**config.mk**
```make
export PLATFORM = sky130hd
export DESIGN_NAME = btn_conditioner
export DESIGN_NICKNAME = d
export VERILOG_FILES = /design/src/rtl/btn_conditioner.sv
export SDC_FILE = /design/constraint.sdc
export NUM_CORES = 1
export LEC_CHECK = 0
export BUFFER_PORTS_ARGS = -buffer_cell sky130_fd_sc_hd__buf_2
export CORE_AREA = 2 2 78 95
export CTS_BUF_LIST = sky130_fd_sc_hd__clkbuf_8
export DETAILED_ROUTE_END_ITERATION = 8
export DIE_AREA = 0 0 80 97
export PLACE_DENSITY = 0.72
export SLEW_MARGIN = 15
export SYNTH_ARGS = -nofsm -noshare
export SYNTH_HDL_FRONTEND = slang
export SYNTH_SLANG_ARGS = --single-unit
```
**constraint.sdc**
```tcl
create_clock -name clk -period 2.35 [get_ports clk]
set_input_delay 0.47 -clock clk [delete_from_list [all_inputs] [get_ports clk]]
set_output_delay 0.47 -clock clk [all_outputs]
set_load 0.02 [all_outputs]
```
**src/rtl/btn_conditioner.sv**
```systemverilog
// Push-button conditioning for the game block: synchronise, debounce, edge pulses
// and frame-paced auto-repeat (delayed auto-shift), one independent lane per button.

module btn_lane #(
  parameter int DEBOUNCE_CYCLES = 270000,
  parameter int REPEAT_DELAY    = 16,
  parameter int REPEAT_RATE     = 4
) (
  input  logic clk,
  input  logic reset_n,
  input  logic pin_n,
  input  logic frame_start,
  output logic level,
  output logic rise,
  output logic fall,
  output logic move
);
  localparam int CW   = $clog2(DEBOUNCE_CYCLES);
  localparam int RMAX = (REPEAT_DELAY > REPEAT_RATE) ? REPEAT_DELAY : REPEAT_RATE;
  localparam int FW   = $clog2(RMAX + 1);
  localparam logic [CW-1:0] DB_LAST    = CW'(DEBOUNCE_CYCLES - 1);
  localparam logic [FW-1:0] DELAY_LAST = FW'(REPEAT_DELAY - 1);
  localparam logic [FW-1:0] RATE_LAST  = FW'(REPEAT_RATE - 1);

  typedef enum logic [1:0] {IDLE, DELAY, REPEAT} state_t;

  logic [1:0]    sync;
  logic          s;
  logic [CW-1:0] db_cnt;
  state_t        state, state_nxt;
  logic [FW-1:0] fcnt, fcnt_nxt;

  // Synchroniser idles at the released level so reset never looks like a press.
  always_ff @(posedge clk or negedge reset_n) begin
    if (!reset_n) sync <= 2'b11;
    else          sync <= {sync[0], pin_n};
  end

  assign s = ~sync[1];

  always_ff @(posedge clk or negedge reset_n) begin
    if (!reset_n) begin
      db_cnt <= '0;
      level  <= 1'b0;
      rise   <= 1'b0;
      fall   <= 1'b0;
    end else begin
      rise <= 1'b0;
      fall <= 1'b0;
      if (s == level) begin
        db_cnt <= '0;
      end else if (db_cnt == DB_LAST) begin
        db_cnt <= '0;
        level  <= ~level;
        rise   <= ~level;
        fall   <= level;
      end else begin
        db_cnt <= db_cnt + 1'b1;
      end
    end
  end

  always_ff @(posedge clk or negedge reset_n) begin
    if (!reset_n) begin
      state <= IDLE;
      fcnt  <= '0;
    end else begin
      state <= state_nxt;
      fcnt  <= fcnt_nxt;
    end
  end

  // Release wins over everything, including a repeat that is due this frame.
  always_comb begin
    state_nxt = state;
    fcnt_nxt  = fcnt;
    move      = 1'b0;
    if (!level) begin
      state_nxt = IDLE;
      fcnt_nxt  = '0;
    end else begin
      case (state)
        IDLE: if (rise) begin
          move      = 1'b1;
          fcnt_nxt  = '0;
          state_nxt = DELAY;
        end
        DELAY: if (frame_start) begin
          if (fcnt == DELAY_LAST) begin
            move      = 1'b1;
            fcnt_nxt  = '0;
            state_nxt = REPEAT;
          end else begin
            fcnt_nxt = fcnt + 1'b1;
          end
        end
        REPEAT: if (frame_start) begin
          if (fcnt == RATE_LAST) begin
            move     = 1'b1;
            fcnt_nxt = '0;
          end else begin
            fcnt_nxt = fcnt + 1'b1;
          end
        end
        default: begin
          state_nxt = IDLE;
          fcnt_nxt  = '0;
        end
      endcase
    end
  end
endmodule

module btn_conditioner #(
  parameter int N_BTN           = 2,
  parameter int DEBOUNCE_CYCLES = 270000,
  parameter int REPEAT_DELAY    = 16,
  parameter int REPEAT_RATE     = 4
) (
  input  logic             clk,
  input  logic             reset_n,
  input  logic [N_BTN-1:0] btn_n,
  input  logic             frame_start,
  output logic [N_BTN-1:0] btn_level,
  output logic [N_BTN-1:0] btn_press,
  output logic [N_BTN-1:0] btn_release,
  output logic [N_BTN-1:0] btn_move
);
  for (genvar i = 0; i < N_BTN; i++) begin : g_lane
    btn_lane #(
      .DEBOUNCE_CYCLES(DEBOUNCE_CYCLES),
      .REPEAT_DELAY   (REPEAT_DELAY),
      .REPEAT_RATE    (REPEAT_RATE)
    ) u_lane (
      .clk        (clk),
      .reset_n    (reset_n),
      .pin_n      (btn_n[i]),
      .frame_start(frame_start),
      .level      (btn_level[i]),
      .rise       (btn_press[i]),
      .fall       (btn_release[i]),
      .move       (btn_move[i])
    );
  end
endmodule

```
# --- Word level (Yosys, flattened, before mapping) ---
# Index checks and enable logic that the tools add are counted.
totals:
  ff_bits: 62
  out_inout_bits: 8
  wordCells: 104
op_classes:
  add_sub_neg: 4
  n_eq_ne: 22
  mux: 50
  bitwise: 6
  n_reduce_logical: 8
ops:
  columns: ["cell", "n"]
  rows:
  - ["$mux W19", 4]
  - ["$mux W5", 12]
  - ["$add A19 B1 Y19 const B", 2]
  - ["$eq A19 B19 Y1 const B", 2]
  - ["$pmux W5 S3", 2]
  - ["$ne A3 B3 Y1 const B", 8]
  - ["$mux W1", 20]
  - ["$mux W2", 8]
  - ["$pmux W2 S3", 2]
  - ["$add A5 B1 Y5 const B", 2]
  - ["$eq A5 B2 Y1 const B", 2]
  - ["$eq A5 B4 Y1 const B", 2]
  - ["$reduce_and A4 Y1", 2]
  - ["$not A1 Y1", 6]
  - ["$pmux W1 S3", 2]
  - ["$reduce_and A3 Y1", 2]
  - ["$eq A2 B1 Y1 const B", 2]
  - ["$eq A2 B2 Y1 const B", 2]
  - ["$logic_not A2 Y1", 2]
  - ["$ne A2 B2 Y1 const B", 2]
  - ["$reduce_and A2 Y1", 2]
  - ["$eq A1 B1 Y1", 2]

# --- Depth between registers and ports, before layout ---
logic_depth:
  depth_word: 5
  depth_mapped: 9

# --- Hierarchy ---
# A second synthesis with hierarchy kept.
hier_totals:
  cells_unflattened: 339
  hier_area_um2: 3373.2
modules_own_cells:
  columns: ["module", "instances", "cells_per_inst", "area_per_inst_um2", "seq_area_each_um2"]
  rows:
  - ["btn_lane (g_lane[0].u_lane)", 1, 164, 1695.4, 778.2]
  - ["btn_lane (g_lane[1].u_lane)", 1, 175, 1677.9, 778.2]

# --- Worst setup path after synthesis ---
# OpenSTA, ideal clock, no wires.
synth_timing:
  path_type: "register to output"
  startpoint: "register g_lane[0].u_lane.fcnt[0]"
  endpoint: "output port btn_move[0]"
  t_arrival_ps: 1691
  path_slack_ps: 189
  stages_incl_launch_ff: 7
  cell_sequence: "dfrtp_1 -> ha_1 -> or4b_2 -> mux2i_1 -> a32oi_1 -> nor3_1 -> buf_4"
synth_between:
  elab_chain_cells: 5
  word_cells_on_any_way: 8
synth_lines:
  columns: ["element", "line", "text"]
  rows:
  - ["from (decl)", "31", "logic [FW-1:0] fcnt, fcnt_nxt;"]
  - ["from (signal assigned)", "69", "fcnt <= fcnt_nxt;"]
  - ["$eq A5 B2 Y1 / $eq A5 B4 Y1 (equally long branches)", "98, 89", null]
  - ["$mux W1, on equally long branches", "98, 89", null]
  - ["$mux W1, on equally long branches", "97, 88", null]
  - ["$pmux W1 S3 *", "82", "case (state)"]
  - ["$mux W1 *", "78", "if (!level) begin"]
  - ["to (decl)", "127", "output logic [N_BTN-1:0] btn_move"]
# Every way passes the cells marked *; elsewhere a longest branch is shown, timed or not.

# --- Worst setup path in the final report ---
# Ends and elaborated chain as after synthesis.

==> metrics.txt <==
period utilization=1.02; Post-Synthesis Cell Area=0.00337 mm^2; initial antenna violation count=0; register share of total power=0.580; Post-synth top cells=dfrtp_1, nor2_1, nand3_1, nand2_1; post-detail-place hpwl=4.36 mm; maximum buffer depth of the clock tree=2; Setup CP Type=flip-flop to output port; Gate Count Post-Synth=336; RR Startpoint=g_lane[0].u_lane.state[0]$_DFFE_PN0P_; Psw=0.000425 W; max frequency=419 MHz; Setup crit end kind=output port; Synth async-reset ratio=1.00; DRT iter0 DRCs=195; Register Area=0.00156 mm^2; clock network fraction of total power=0.389; Worst slew margin=0.698; RSZ-0062 raised after global routing=yes; CP Max Fanout=3; Setup crit end=btn_move[0]; TritonCTS Buffers=9; PnR worst setup slack=-0.0389 ns; failing checks=negative setup slack; placed cells=428; boundary pin count=13; Min-Delay Path Class=input port to async pin; synth unique cells=41; IR drop worst, VDD=310 uV; ys flop type=dfrtp_1; outcome=finished, violations left; first-pass GRT wire length=10.6 mm; Synth area leaders=dfrtp_1, ha_1, nor2_1; CTS tree=done; WL/cell=13.3 um; Critical Path Source Type=flip-flop; multi-input logic area=0.00170 mm^2; Area growth, synth to finish=11.1%; switching portion of total power=0.225; vias in the first global route=2457; pwr dens=504 mW/mm^2; Hold WS=0.0754 ns; pin count of the biggest net entering global routing=23; vias per cell=5.50; syn_area_per_cell=10.0 um^2; Pins Over Slew Limit=0; area leader, netlist=dfrtp_1; reg-to-reg endpoint=g_lane[0].u_lane.fcnt[0]$_DFFE_PN0P_; wirelength, routed=6.02 mm; Yosys warning count=0; Slew @ Worst Pin=0.450 ns; Req. time, crit path=1.88 ns; Core Area=0.00677 mm^2; most frequent cell after synthesis=dfrtp_1; Int Power=0.00146 W; Fill cells=578; PortBufs=12; n_diodes=0; clock root buffer=clkbuf_8; share of the synthesized area in the top cell type=0.431; effective utilization at floorplan=0.498; drt first pass iters=4; gr usage total=0.170; Max-Cap Viols=0; final clock skew=0.00678 ns; Cell Count, Final, Fillers Out=451; post-synthesis sequential area ratio=0.462; die width=80 um; Placer Congestion=0.770; Period minus WS final=2.39 ns; leak pwr=1.56 nW; final setup vio count=1; Post-CTS Hold Buffers=0; r2r setup slk=0.43 ns; Final #Nets=383; # rows=33; detailed-route DRC error count=0; Post-synth EDFFs=0; layout cells sized above 1=0.157; H-tree levels=3; clk slew on worst S/H paths=0.06 ns; Setup crit start=g_lane[0].u_lane.fcnt[0]$_DFFE_PN0P_; Mapped Nets=359; total clock sinks=62; final hold vios=0; die area=0.00776 mm^2; DRT antenna net count=0; die height=97 um; r2r worst-path depth=6; worst skew pair latency=0.33 ns; Logic pwr share=0.031; Congestion Overflow GR=0; CP arrival=1.92 ns; Synth Register Bits=62; via count=2481
layout make-up:
cell class                      instances  share of cell area
Multi-Input combinational cell        246               0.454
Sequential cell                        62               0.416
Timing Repair Buffer                   25              0.0434
Clock buffer                            9              0.0331
Tap cell                               87              0.0291
Inverter                               16              0.0160
Clock inverter                          6             0.00835
cell usage in the layout (no fill, tap or decap), types with 2 or more instances in the layout:
cell	instances
buf_2	10
xnor2_1	15
nand2_1	20
a32oi_1	3
nor4_1	6
or4_1	2
o31ai_1	5
nor2_1	43
or4b_4	2
or3_1	5
a21oi_1	4
and4_1	8
and3_1	5
nand3_1	25
o21ba_2	2
xor2_1	18
mux2i_1	8
clkbuf_8	9
dfrtp_1	58
nor2b_1	3
a211oi_1	3
dfstp_2	4
nand2b_1	4
clkinv_2	4
buf_4	15
o31ai_4	2
o21a_1	2
inv_1	16
o21ai_0	13
ha_1	15
nand4_1	11
ha_2	2
nor3_1	7
nor3b_1	2
worst min path at each step:
| stage | to | cells past startpoint |
|---|---|---|
| final | g_lane[1].u_lane.fcnt[1]$_DFFE_PN0P_ | 1 |
| after global routing | g_lane[1].u_lane.fcnt[1]$_DFFE_PN0P_ | 1 |
| after CTS | g_lane[1].u_lane.fcnt[1]$_DFFE_PN0P_ | 1 |
| after detailed placement | g_lane[0].u_lane.sync[1]$_DFF_PN1_ | 0 |
| after global placement | g_lane[0].u_lane.sync[1]$_DFF_PN1_ | 0 |
| after floorplan | g_lane[0].u_lane.db_cnt[0]$_DFF_PN0_ | 0 |
cell families after synthesis:
group / synth area share
AOI/OAI and AO/OA: 0.0854
xor gates and xnor gates: 0.0858
adders and majority gates: 0.0668
muxes: 0.0238
buffers and inverters: 0.0431
and+or+nand+nor: 0.233
DFF: 0.462
metrics by stage:
step / total power [W] / util / setup WS (ns) / setup TNS, ns / area [um^2]
CTS: 0.00192 / 0.550 / -0.0184 / -0.0224 / 3720
global route: 0.00198 / 0.553 / -0.140 / -0.236 / 3740
finish: 0.00189 / 0.553 / -0.0389 / -0.0389 / 3740
global placement: 0.00117 / 0.516 / 0.111 / 0 / 3490
floorplan: 0.00114 / - / 0.189 / 0 / 3370
detailed placement: 0.00118 / 0.516 / 0.0695 / 0 / 3490
state kept, by name, indices dropped and copies added (netlist names):
| register | flops |
|---|---|
| g_lane.u_lane.state | 4 |
| g_lane.u_lane.rise | 2 |
| g_lane.u_lane.fall | 2 |
| g_lane.u_lane.level | 2 |
| g_lane.u_lane.sync | 4 |
| g_lane.u_lane.db_cnt | 38 |
| g_lane.u_lane.fcnt | 10 |
critical path, cell delays in order, from the launching register on:
cell	delay, ns
dfrtp_1	0.36
ha_2	0.19
or4b_4	0.47
mux2i_1	0.15
a32oi_1	0.11
nor3_1	0.15
buf_4	0.17
power groups by stage:
stage	combinational (W)	clock (W)	sequential (W)
finish	0.0000583	0.000735	0.00110
global placement	0.0000602	0	0.00111
CTS	0.0000613	0.000762	0.00110
floorplan	0.0000272	0	0.00111
detailed placement	0.0000613	0	0.00111
global route	0.0000698	0.000814	0.00110
routing by layer:
layer | vias to the layer above | GRT usage | share of wire
met1 | 1192 | 0.204 | 0.44
met3 | 11 | 0.0345 | 0.029
met2 | 42 | 0.285 | 0.51
li1 | 1236 | - | -
met4 | 0 | 0.0860 | 0.020
met5 | - | 0 | 0
repair_timing:
action | in CTS | in global routing
buffers inserted | 7 | 1
endpoints found under the setup margin | 2 | 2
pin swaps | 3 | 0
resized for setup | 8 | 4
No activity file was read; power rests on OpenSTA's default activity.
